### src/rtl/pipe_pkg.sv
// Shared definitions for the pipeline stage registers: occupancy encoding and
// default control/payload widths for each stage boundary of the 5-stage pipe.
package pipe_pkg;

  typedef enum logic [1:0] {
    EMPTY = 2'd0,
    ONE   = 2'd1,
    TWO   = 2'd2
  } state_e;

  // Fetch -> Decode: no control yet; instruction + PC+4.
  localparam int FD_CTRL_W = 1;
  localparam int FD_DATA_W = 64;
  // Decode -> Execute: full control vector; Rs, Rt, Rd, signImm, RD1, RD2.
  localparam int DE_CTRL_W = 8;
  localparam int DE_DATA_W = 111;
  // Execute -> Memory: RegWrite, MemtoReg, MemWrite; ALUOut, WriteData, WriteReg.
  localparam int EM_CTRL_W = 3;
  localparam int EM_DATA_W = 69;
  // Memory -> Writeback: RegWrite, MemtoReg; ReadData, ALUOut, WriteReg.
  localparam int MW_CTRL_W = 2;
  localparam int MW_DATA_W = 69;

endpackage

### src/rtl/pipe_slot.sv
// One pipeline holding slot: valid + control + payload register with
// clear (zero everything), load, and bubble (drop valid, zero control, keep payload).
module pipe_slot #(
  parameter int CTRL_W = 8,
  parameter int DATA_W = 111
) (
  input  logic              clk,
  input  logic              rst,
  input  logic              clear_i,
  input  logic              load_i,
  input  logic              bubble_i,
  input  logic [CTRL_W-1:0] ctrl_i,
  input  logic [DATA_W-1:0] data_i,
  output logic              valid_o,
  output logic [CTRL_W-1:0] ctrl_o,
  output logic [DATA_W-1:0] data_o
);

  logic              valid_q, valid_d;
  logic [CTRL_W-1:0] ctrl_q, ctrl_d;
  logic [DATA_W-1:0] data_q, data_d;

  always_comb begin
    valid_d = valid_q;
    ctrl_d  = ctrl_q;
    data_d  = data_q;
    if (clear_i) begin
      valid_d = 1'b0;
      ctrl_d  = '0;
      data_d  = '0;
    end else if (load_i) begin
      valid_d = 1'b1;
      ctrl_d  = ctrl_i;
      data_d  = data_i;
    end else if (bubble_i) begin
      valid_d = 1'b0;
      ctrl_d  = '0;
    end
  end

  always_ff @(posedge clk or negedge rst) begin
    if (!rst) begin
      valid_q <= 1'b0;
      ctrl_q  <= '0;
      data_q  <= '0;
    end else begin
      valid_q <= valid_d;
      ctrl_q  <= ctrl_d;
      data_q  <= data_d;
    end
  end

  assign valid_o = valid_q;
  assign ctrl_o  = ctrl_q;
  assign data_o  = data_q;

endmodule

### src/rtl/pipe_stage_reg.sv
// Pipeline stage register with valid/ready handshake and a two-entry skid buffer:
// the main slot drives the outputs, the skid slot absorbs one entry under stall.
module pipe_stage_reg
  import pipe_pkg::*;
#(
  parameter int CTRL_W = DE_CTRL_W,
  parameter int DATA_W = DE_DATA_W
) (
  input  logic              clk,
  input  logic              rst,
  input  logic              clr,
  input  logic              valid_i,
  output logic              ready_o,
  input  logic [CTRL_W-1:0] ctrl_i,
  input  logic [DATA_W-1:0] data_i,
  output logic              valid_o,
  input  logic              ready_i,
  output logic [CTRL_W-1:0] ctrl_o,
  output logic [DATA_W-1:0] data_o,
  output logic [1:0]        occ_o
);

  state_e state_q, state_d;

  logic              main_load, main_sel_skid, main_clear, main_bubble;
  logic              skid_load, skid_clear;
  logic              skid_valid;
  logic [CTRL_W-1:0] skid_ctrl, main_ctrl_in;
  logic [DATA_W-1:0] skid_data, main_data_in;
  logic              accept, emit;

  // ready_o depends only on the skid flop, never on ready_i.
  assign ready_o = ~skid_valid;
  assign accept  = valid_i & ready_o;
  assign emit    = valid_o & ready_i;
  assign occ_o   = state_q;

  always_comb begin
    state_d       = state_q;
    main_load     = 1'b0;
    main_sel_skid = 1'b0;
    main_clear    = 1'b0;
    main_bubble   = 1'b0;
    skid_load     = 1'b0;
    skid_clear    = 1'b0;
    if (clr) begin
      state_d    = EMPTY;
      main_clear = 1'b1;
      skid_clear = 1'b1;
    end else begin
      case (state_q)
        EMPTY: begin
          if (accept) begin
            main_load = 1'b1;
            state_d   = ONE;
          end
        end
        ONE: begin
          if (accept && emit) begin
            main_load = 1'b1;
          end else if (accept) begin
            skid_load = 1'b1;
            state_d   = TWO;
          end else if (emit) begin
            main_bubble = 1'b1;
            state_d     = EMPTY;
          end
        end
        TWO: begin
          if (emit) begin
            main_load     = 1'b1;
            main_sel_skid = 1'b1;
            skid_clear    = 1'b1;
            state_d       = ONE;
          end
        end
        default: begin
          state_d    = EMPTY;
          main_clear = 1'b1;
          skid_clear = 1'b1;
        end
      endcase
    end
  end

  always_ff @(posedge clk or negedge rst) begin
    if (!rst) state_q <= EMPTY;
    else      state_q <= state_d;
  end

  assign main_ctrl_in = main_sel_skid ? skid_ctrl : ctrl_i;
  assign main_data_in = main_sel_skid ? skid_data : data_i;

  pipe_slot #(.CTRL_W(CTRL_W), .DATA_W(DATA_W)) u_main (
    .clk      (clk),
    .rst      (rst),
    .clear_i  (main_clear),
    .load_i   (main_load),
    .bubble_i (main_bubble),
    .ctrl_i   (main_ctrl_in),
    .data_i   (main_data_in),
    .valid_o  (valid_o),
    .ctrl_o   (ctrl_o),
    .data_o   (data_o)
  );

  pipe_slot #(.CTRL_W(CTRL_W), .DATA_W(DATA_W)) u_skid (
    .clk      (clk),
    .rst      (rst),
    .clear_i  (skid_clear),
    .load_i   (skid_load),
    .bubble_i (1'b0),
    .ctrl_i   (ctrl_i),
    .data_i   (data_i),
    .valid_o  (skid_valid),
    .ctrl_o   (skid_ctrl),
    .data_o   (skid_data)
  );

endmodule

### config.mk
export PLATFORM = sky130hd
export DESIGN_NAME = pipe_stage_reg
export DESIGN_NICKNAME = d
export VERILOG_FILES = /design/src/rtl/pipe_pkg.sv /design/src/rtl/pipe_slot.sv /design/src/rtl/pipe_stage_reg.sv
export SDC_FILE = /design/constraint.sdc
export NUM_CORES = 1
export LEC_CHECK = 0
export CORE_ASPECT_RATIO = 1.1
export CORE_MARGIN = 2
export CORE_UTILIZATION = 52
export DETAILED_ROUTE_END_ITERATION = 8
export GPL_TIMING_DRIVEN = 0
export PLACE_DENSITY = 0.85
export SYNTH_ARGS = -nofsm -noshare
export SYNTH_HDL_FRONTEND = slang
export SYNTH_SLANG_ARGS = --single-unit
export TNS_END_PERCENT = 30
### constraint.sdc
create_clock -name clk -period 3.13 [get_ports clk]
set_input_delay 0.626 -clock clk [delete_from_list [all_inputs] [get_ports clk]]
set_output_delay 0.626 -clock clk [all_outputs]
set_load 0.01 [all_outputs]
# ---- Word-level counts from Yosys, hierarchy flattened
# Index checks and enable logic that the tools add are counted.
# Widths: inputs -> output; s select.
dict set report totals {
  out_inout_bits 123
  reg_bits 242
  wordCells 65
}
dict set report classes {
  reduce_logical 8
  n_eq_ne 6
  n_mux 41
  bitwise 3
}
# operator n
set ops {}
lappend ops {{$mux 111} 5}
lappend ops {{$mux 8} 6}
lappend ops {{$mux 1} 21}
lappend ops {{$mux 2} 6}
lappend ops {{$ne 3x3->1 const B} 3}
lappend ops {{$pmux 2 s3} 1}
lappend ops {{$ne 4x4->1 const B} 1}
lappend ops {{$reduce_and 4->1} 1}
lappend ops {{$reduce_bool 2->1} 2}
lappend ops {{$pmux 1 s3} 1}
lappend ops {{$reduce_bool 3->1} 1}
lappend ops {{$reduce_or 3->1} 1}
lappend ops {{$and 1x1->1} 2}
lappend ops {{$eq 2x1->1 const B} 1}
lappend ops {{$eq 2x2->1 const B} 1}
lappend ops {{$logic_not 2->1} 1}
lappend ops {{$pmux 1 s2} 1}
lappend ops {{$reduce_or 2->1} 1}
lappend ops {{$logic_and 1x1->1} 1}
lappend ops {{$not 1->1} 1}

# ---- Longest topological paths before layout
# Gate-level depths: netlist of the first run.
dict set report logic_depth {
  depth_word 9
  ltp_mapped 7
  mapped_depth_nobuf 4
}

# ---- Cells and area by module
# From an unflattened synthesis of the first run, not the netlist that was laid out.
dict set report unflattened {
  hier_cells 921
  hier_area_um2 11952.7
}
# module instances cells_per_inst area_each_um2 seq_area_each_um2
set by_module_without_submodules {}
lappend by_module_without_submodules {pipe_slot 2 383 4873.4 3002.9}
lappend by_module_without_submodules {pipe_stage_reg 1 155 2205.9 50.0}

# ---- Worst setup path before layout of the first run
# No wires, ideal clock.
dict set report synth_timing {
  path_kind {input port to flip-flop}
  from {input port valid_i}
  to {register u_skid.data_q[46], in the netlist u_skid.data_o[46]}
  arrival_time_ns 1.775
  stages 7
  setup_time_ns 0.065
  t_required_ns 3.065
  path_slack_ns 1.290
  cell_sequence {nor2b_1 > buf_2 > a21o_1 > a21oi_4 > buf_4 > buf_2 > a22o_1}
}
dict set report synth_via {
  elab_chain_len 6
  word_cells_on_any_way 7
  classes_between {4 x mux; 1 x bitwise; 2 x reduce/logical}
}
# item line
set synth_rtl {}
lappend synth_rtl {{start, declared} pipe_stage_reg.sv:12} ;# input logic valid_i,
lappend synth_rtl {{$and 1x1->1 *} pipe_stage_reg.sv:34} ;# assign accept = valid_i & ready_o;
lappend synth_rtl {{$mux 1 or $logic_and 1x1->1 (tied branches)} {pipe_stage_reg.sv:61, pipe_stage_reg.sv:59}}
lappend synth_rtl {{$mux 1 *} pipe_stage_reg.sv:59} ;# if (accept && emit) begin
lappend synth_rtl {{$mux 1 *} pipe_stage_reg.sv:51} ;# case (state_q)
lappend synth_rtl {{$mux 1 *} pipe_stage_reg.sv:46} ;# if (clr) begin
lappend synth_rtl {{$reduce_bool 2->1 (no source line) *} --}
lappend synth_rtl {{end signal, assigned} pipe_slot.sv:49} ;# data_q <= data_d;
lappend synth_rtl {{end, declared} pipe_slot.sv:21} ;# logic [DATA_W-1:0] data_q, data_d;
# Mark *: on every way between the ends. The rest lies on a longest branch, timed or not.
# A chain may end at the register's enable or synchronous reset.

# ---- Worst setup path in the final report of the first run
dict set report layout_timing {
  from {input port ready_i}
  to {register u_main.data_q[71], in the netlist u_main.data_o[71]}
}
dict set report layout_via {
  elab_chain_len 7
  word_cells_on_any_way 12
  classes_between {9 x mux; 1 x bitwise; 2 x reduce/logical}
}
# item line
set layout_rtl {}
lappend layout_rtl {{start, declared} pipe_stage_reg.sv:17} ;# input logic ready_i,
lappend layout_rtl {{$and 1x1->1 *} pipe_stage_reg.sv:35} ;# assign emit = valid_o & ready_i;
lappend layout_rtl {{$mux 1} pipe_stage_reg.sv:70} ;# if (emit) begin
lappend layout_rtl {{$mux 1} pipe_stage_reg.sv:51}
lappend layout_rtl {{$mux 1} pipe_stage_reg.sv:46}
lappend layout_rtl {{$mux 111} pipe_stage_reg.sv:92} ;# assign main_data_in = main_sel_skid ? skid_data : data_i;
lappend layout_rtl {{$mux 111} pipe_slot.sv:31} ;# end else if (load_i) begin
lappend layout_rtl {{$mux 111} pipe_slot.sv:27} ;# if (clear_i) begin
lappend layout_rtl {{end signal, assigned} pipe_slot.sv:49}
lappend layout_rtl {{end, declared} pipe_slot.sv:21}
# Mark *: on every way between the ends. The rest lies on a longest branch, timed or not. The select of a mux whose other input is x is not followed.

==> impl_results.md, run 1 <==
* Crit path from: ready_i
* Die Width at around 130 um
* DRC viols at 0
* Worst Skew at 0.01252 ns
* Met3 usage at 6.184%
* Critical path class: primary input to flop
* FF-to-FF Start: occ_o[0]
* Synth cell types at 31
* Data required, critical path at 3.57 ns
* Setup TNS at 0 ns
* FILL cells at between 1k and 1.5k
* Die Span Y at around 140 um
* R2R setup slack at around 0.93 ns
* CP peak stage delay at approximately 0.58 ns
* Nets at 1111
* RSZ-0062 raised after global routing: false
* Fmax at 413.6 MHz
* Non-Filler Instances at roughly 1.2k
* Synth top area share at around 64%
* Crit-path cells: clkdlybuf4s50_1 -> nand2_1 -> nor3_1 -> buf_2 -> clkbuf_1 -> a222oi_1 -> inv_1
* Root Buffer: clkbuf_16
* Part of the cycle the worst path needs at between 70 and 80%
* GRT Max-Usage Layer: met2
* Worst-skew pair later-pin latency at between 0.5 and 0.6 ns
* Pwr Density at between 600 and 700 mW/mm2
* Worst hold path type: flop to flop
* Area fraction in compound gates after synthesis at between 20% and 30%
* Slowest-stage cell, CP: clkdlybuf4s50_1
* CTS HTree Levels at 1
* Final instance area at 0.01314 mm2
* Pin count of the biggest net entering global routing at around 110
* Avg Vias per Cell at approximately 6.1
* R2R depth at 7
* EDFF count, synth at 0
* Routing usage on met2 at a little under half
* Endpoint class of the critical path: flop
* Syn-to-layout area delta at 39.88%
* Crit path to: u_main.data_o[71]
* Mapped Area at 0.009393 mm2
* Synth Area in Adders at 0%
* Max-capacitance violation count at 0
* Cells after DPL at between 1k and 1.5k
* Iter 0 DRT Violations at 1011
* Cell taking the most area after synthesis: dfrtp_1
* Initial core utilization at between 50% and 60%
* Critical path startpoint category: primary input
* GRT overflow at 0
* Clock sink count at ~240
* Synth Warn # at 0
* Outcome: completed
* Core Region at 0.01768 mm2
* Dpl ws at slightly below 0.3 ns
* Synth async-reset ratio at 100.0%
* Crit path time final at around 2.4 ns
* Synth Instances at 710
* FF-to-FF End: u_main.data_o[71]
* Simple-gate share of the synthesized area at 1.226%
* Most used standard cell by instance count after synthesis: dfrtp_1
* Worst Tran Pin Value at between 0.5 and 0.6 ns
* Syn_nets at ~830
* Die area at roughly 0.019 mm2
* XOR/XNOR share of the synthesized area at less than 1%
* Worst VDD drop at roughly 0.0005 V
* Routed len/inst at 21.58 um
* Slew headroom at just over 60%
* Setup Fix Bufs, Post-CTS at 0
* Syn_area_per_cell at 13.23 um2
* Total CTS buffers at 26
* Share of layout cells above drive strength 1 at 9.930%
* Endpoints failing hold at 0
* Commonest cells post-synth: 242 x dfrtp_1, 121 x inv_1, 119 x a22o_1
* ANT cells at 0
* Mux cell area share after synthesis at 0%
* Initial antenna violation count at 0
* Worst-path clk slew at 0.06 ns
* CTS tree: done
* Overall power at roughly 9000 uW
* Met1 Track Usage GR at between 30 and 40%
* First-pass GRT wire length at 42900 um
* PortBufs at around 250
* Final wirelength at approximately 27000 um
* Synthesis-stage register bit count at between 200 and 250
* Final worst-path setup slack at 0.7124 ns
* Cell leakage power at approximately 0.0066 uW
* Sequential-to-total area share from yosys stat at between 60 and 70%
* Placed inst area at approximately 0.012 mm2
* Hold path startpoint: u_main.data_o[99]
* Number of global-route vias before repair at roughly 8k
* Post-route ant nets at 0
* Drt first pass iters at 6
* Site row count at 51
* Top cells by area, synth: dfrtp_1 64%, a222oi_1 12%, a22o_1 11%, inv_1 4.8%, buf_2 1.7%
* I/O Pins at around 250
* Prevailing post-synth register cell: dfrtp_1
* Routed vias at 7622
* Final GP Congestion at about 0.8
* GRT Total Usage at between 20 and 30%
* Post-detail-place hpwl at about 17000 um
* CP max FO at 10
* Final setup fails at 0
* Maximum clock path buffer count at 3
* Worst EP arrival at about 2.9 ns
* Pins Over Slew Limit at 0
* Largest family of logic cells by synthesized area: compound AO/OA/AOI/OAI gates
## state kept, by name (all words and copies together) (netlist names)
register and count:
occ_o 2, u_main.data_o 111, u_skid.data_o 111, u_main.valid_o 1, u_skid.ctrl_o 8, u_skid.valid_o 1, u_main.ctrl_o 8
## power breakdown
| part | internal [uW] | total (uW) | switching, uW |
|---|---|---|---|
| Sequential | 3480 | 3700 | 224 |
| Clock | 1980 | 3240 | 1270 |
| Combinational | 940 | 1870 | 926 |
| Total | 6400 | 8810 | 2420 |
## worst max-delay path, delay by kind of cell
kind,cells,cell delay (ns)
buf+inv,4,1.48
simple gates,2,0.53
compound gates,1,0.22
## kinds of logic after synthesis
group,count (synthesis)
AOI/OAI and AO/OA,259
DFF,242
buffers and inverters,188
and+or+nand+nor,19
xor gates and xnor gates,2
## layout make-up
type | count | area (um2) | share of cell area [%]
buffer | 67 | 377.9 | 2.876
clock buffer | 33 | 728.2 | 5.542
multi-input combinational | 280 | 2505 | 19.06
clock inverter | 15 | 187.7 | 1.428
timing repair buffer | 249 | 2532 | 19.27
inverter | 121 | 454.2 | 3.457
tap | 238 | 297.8 | 2.266
sequential | 242 | 6056 | 46.09
## per-stage QoR
step / hold slack (ns) / utilization [%]
2_1_floorplan: 0.3304 / -
3_3_place_gp: 0.4703 / 68.75
3_5_place_dp: 0.4778 / 69.09
4_1_cts: 0.4929 / 74.33
5_1_grt: 0.5145 / 74.33
6_report: 0.4933 / 74.33
## per-layer routing
metal	vias up	share of wire [%]	routed length (um)
li1	3294	-	-
met1	3866	39	10400
met2	395	49	13060
met3	67	9.1	2442
met4	0	3.5	952
met5	-	0	0
## how the worst min path moves through the flow
stage | to | slack, ns | cells past startpoint
global placement | u_main.data_o[105] | 0.47 | 2
detailed placement | u_main.data_o[108] | 0.48 | 2
global route | u_main.data_o[97] | 0.51 | 2
finish | u_main.data_o[99] | 0.49 | 2
floorplan | occ_o[0] | 0.33 | 0
CTS | u_main.data_o[99] | 0.49 | 2
## layout by cell type (no fill, tap or decap), drive strengths merged, types with 3 or more instances in the layout
master         count
buf               51
inv              121
a22oi              8
a21oi              3
clkbuf            52
o21ai              8
nand2b             3
bufinv             4
dfrtp            242
clkinv             6
a222oi           111
a22o             119
clkdlybuf4s50    245
nor2               5
nand2              3
clkinvlp           5
nor2b              3
## repair_timing
action	4_1_cts	5_1_grt
hold buffers	1	0
hold endpoints to repair	31	0
resized for setup	0	0
(Power assumes the default switching activity.)
==> run 2: changes to the inputs <==
Settings changed: CORE_UTILIZATION 52 to 49, PLACE_DENSITY 0.85 to 0.8.
Clock period 3.13 ns to 2.4 ns, I/O delays scaled along.
==> run 2 against run 1 <==
Net effect:
- the run now ends with hold timing left
- clock power increased by 17%
- global-route usage shrank 2.0 points
- first-iteration DRC count is 3.0% lower
- combinational power is 29% higher
- worst setup slack worse by 0.48 ns
- register-to-register slack got worse by 0.64 ns
- via count decreased by 1.6%
- cell area is 1.1% lower
- sequential cell count unchanged
- highest routed layer unchanged
==> impl_results.md, run 2 (synthesis gave the netlist of run 1 again) <==
* Internal power at 7957 uW (was 6398 uW)
* Switching Share at 27.80% (was 27.41%)
* Site row count at 53 (was 51)
* # hold bufs at CTS at 0 (was 1)
* Number of global-route vias before repair at 7704 (was 7994)
* Commonest non-fill, non-tap cell in the layout: clkdlybuf4s50_1 (unchanged)
* CTS HTree Levels at 1 (unchanged)
* Worst VDD drop at 0.0005878 V (was 0.0004978 V)
* ANT cells at 0 (unchanged)
* Final GP Congestion at 0.8068 (was 0.8138)
* I/O Pins at 247 (unchanged)
* Drt first pass iters at 9 (was 6)
* Net Sw Power at 3064 uW (was 2416 uW)
* Routed vias at 7501 (was 7622)
* Most frequent cells in the layout: 245 x clkdlybuf4s50_1, 242 x dfrtp_1, 121 x inv_1, 119 x a22o_1, 111 x a222oi_1 (unchanged)
* Crit path time final at 2.167 ns
* Comb power frac at 22.0% (was 21.2%)
* Cell leakage power at 0.006580 uW (was 0.006645 uW)
* Die Width at 136.0 um (was 132.1 um)
* Nets at 1108 (was 1111)
* CP max FO at 10 (unchanged)
* Die area at 0.02029 mm2 (was 0.01916 mm2)
* GRT Total Usage at 25.68% (was 27.66%)
* DRC viols at 0 (unchanged)
* Worst-path clk slew at 0.06 ns (about the same)
* CTS resizes at 0 (unchanged)
* Cells after DPL at 1204 (was 1196)
* Dpl ws at -0.2498 ns (was 0.2910 ns)
* Sequential share of power at 43.7% (was 42.0%)
* Non-Filler Instances at 1247 (was 1245)
* Iter 0 DRT Violations at 981 (was 1011)
* Outcome: finished, violations left (was completed)
* WHS at -0.01273 ns (was 0.4933 ns)
* Pwr Density at 848.2 mW/mm2 (was 670.8 mW/mm2)
* Endpoints failing hold at 3 (was 0)
* Failing checks: hold timing
* GRT overflow at 0 (unchanged)
* Worst EP arrival at 2.62 ns (was 2.86 ns)
* PortBufs at 246 (unchanged)
* Pins Over Slew Limit at 0 (unchanged)
* Clock sink count at 242 (unchanged)
* Avg Vias per Cell at 6.015 (was 6.122)
* Final worst-path setup slack at 0.2328 ns (was 0.7124 ns)
* Initial antenna violation count at 0 (unchanged)
* Clock power frac at 34.3% (was 36.8%)
* Part of the cycle the worst path needs at 90.30%
* Maximum clock path buffer count at 3 (unchanged)
* Root Buffer: clkbuf_16 (unchanged)
* Max-capacitance violation count at 0 (unchanged)
* Total CTS buffers at 25 (was 26)
* Critical path class: primary input to flop (unchanged)
* Worst Skew at 0.01923 ns (was 0.01252 ns)
* Pin count of the biggest net entering global routing at 126 (was 108)
* Worst hold path type: primary input to async pin (was flop to flop)
* Fmax at around 460 MHz
* CTS tree: done (unchanged)
* First-pass GRT wire length at 41590 um (was 42900 um)
* Share of layout cells above drive strength 1 at 9.300% (was 9.930%)
* Post-route ant nets at 0 (unchanged)
* Critical path startpoint category: primary input (unchanged)
* Die Span Y at 149.2 um (was 145.0 um)
* Slew headroom at 39.84% (was 61.35%)
* Routed len/inst at 21.21 um (was 21.58 um)
* Syn-to-layout area delta at 38.34% (was 39.88%)
* Data required, critical path at 2.86 ns (was 3.57 ns)
* RSZ-0062 raised after global routing: false (unchanged)
* Initial core utilization at 49.53% (was 53.14%)
* Endpoint class of the critical path: flop (unchanged)
* Worst Tran Pin Value at 0.9024 ns (was 0.5776 ns)
* Post-detail-place hpwl at 17350 um (was 17320 um)
* Final wirelength at 26450 um (was 26860 um)
* Final setup fails at 0 (unchanged)
* Worst-skew pair later-pin latency at 0.53 ns (was 0.52 ns)
* Setup Fix Bufs, Post-CTS at 0 (unchanged)
* Core Region at 0.01897 mm2 (was 0.01768 mm2)
run 2: cell count changes in the layout (fill, tap and decap cells not counted):
cell / change
buf_16: -1
bufinv_16: -3
clkbuf_1: +1
clkbuf_16: -2
clkbuf_8: +3
clkinv_2: -2
clkinvlp_4: -3
dlygate4sd3_1: -1
inv_6: +1
run 2: power groups by stage:
stage / Clock (uW) / Combinational, uW / Sequential [uW]
2_1_floorplan: 0 / 962 / 4980
3_3_place_gp: 0 / 2360 / 4870
3_5_place_dp: 0 / 2420 / 4880
4_1_cts: 3830 / 2440 / 4810
5_1_grt: 4000 / 2610 / 4870
6_report: 3780 / 2420 / 4820
run 2: critical path, cell delays in order:
cell and delay, ns:
clkdlybuf4s50_1 0.55, nand2_1 0.19, nor3_1 0.26, buf_2 0.34
clkbuf_1 0.46, a222oi_1 0.22, inv_1 0.11
run 2: routing by layer:
| layer | global-route usage [%] | wire length [um] | vias to the layer above | share of wire [%] |
|---|---|---|---|---|
| met4 | 7.656 | 661 | 0 | 2.5 |
| met5 | 0 | 0 | - | 0 |
| li1 | - | - | 3279 | - |
| met2 | 41.71 | 12840 | 354 | 49 |
| met3 | 5.029 | 2104 | 52 | 8.0 |
| met1 | 35.23 | 10840 | 3816 | 41 |
run 2: final cells by class:
class | count | area (um2)
Tap cell | 247 | 309.0
Clock buffer | 35 | 723.2
Fill cell | 1377 | 5972
Buffer | 67 | 377.9
Multi-Input combinational cell | 280 | 2505
Sequential cell | 242 | 6056
Timing Repair Buffer | 247 | 2495
Inverter | 121 | 454.2
Clock inverter | 8 | 73.82
run 2: path summary, 6_finish.rpt:
check | slack [ns] | depth (start not counted) | to | start
min | -0.01 | 1 | u_main.data_o[37] | rst
max | 0.23 | 7 | u_main.data_o[66] | ready_i
max reg2reg | 0.29 | 6 | u_main.data_o[66] | u_main.valid_o
min reg2reg | 0.49 | 2 | u_main.data_o[95] | u_main.data_o[95]
min in group clk | 0.49 | 2 | u_main.data_o[95] | u_main.data_o[95]
max in group asynchronous | 1.33 | 2 | u_main.data_o[15] | rst
run 2: through the flow:
| step | util (%) | area [um2] | hold WS [ns] | setup TNS [ns] | power, uW |
|---|---|---|---|---|---|
| floorplan | - | 9393 | 0.1844 | 0 | 5941 |
| detailed placement | 64.31 | 12200 | 0.4758 | -26.53 | 7295 |
| CTS | 68.51 | 12990 | 0.06519 | 0 | 11080 |
| global route | 68.51 | 12990 | 0.08030 | 0 | 11480 |
| global placement | 64.14 | 12160 | 0.4694 | -2241.91 | 7231 |
| finish | 68.51 | 12990 | -0.01273 | 0 | 11020 |
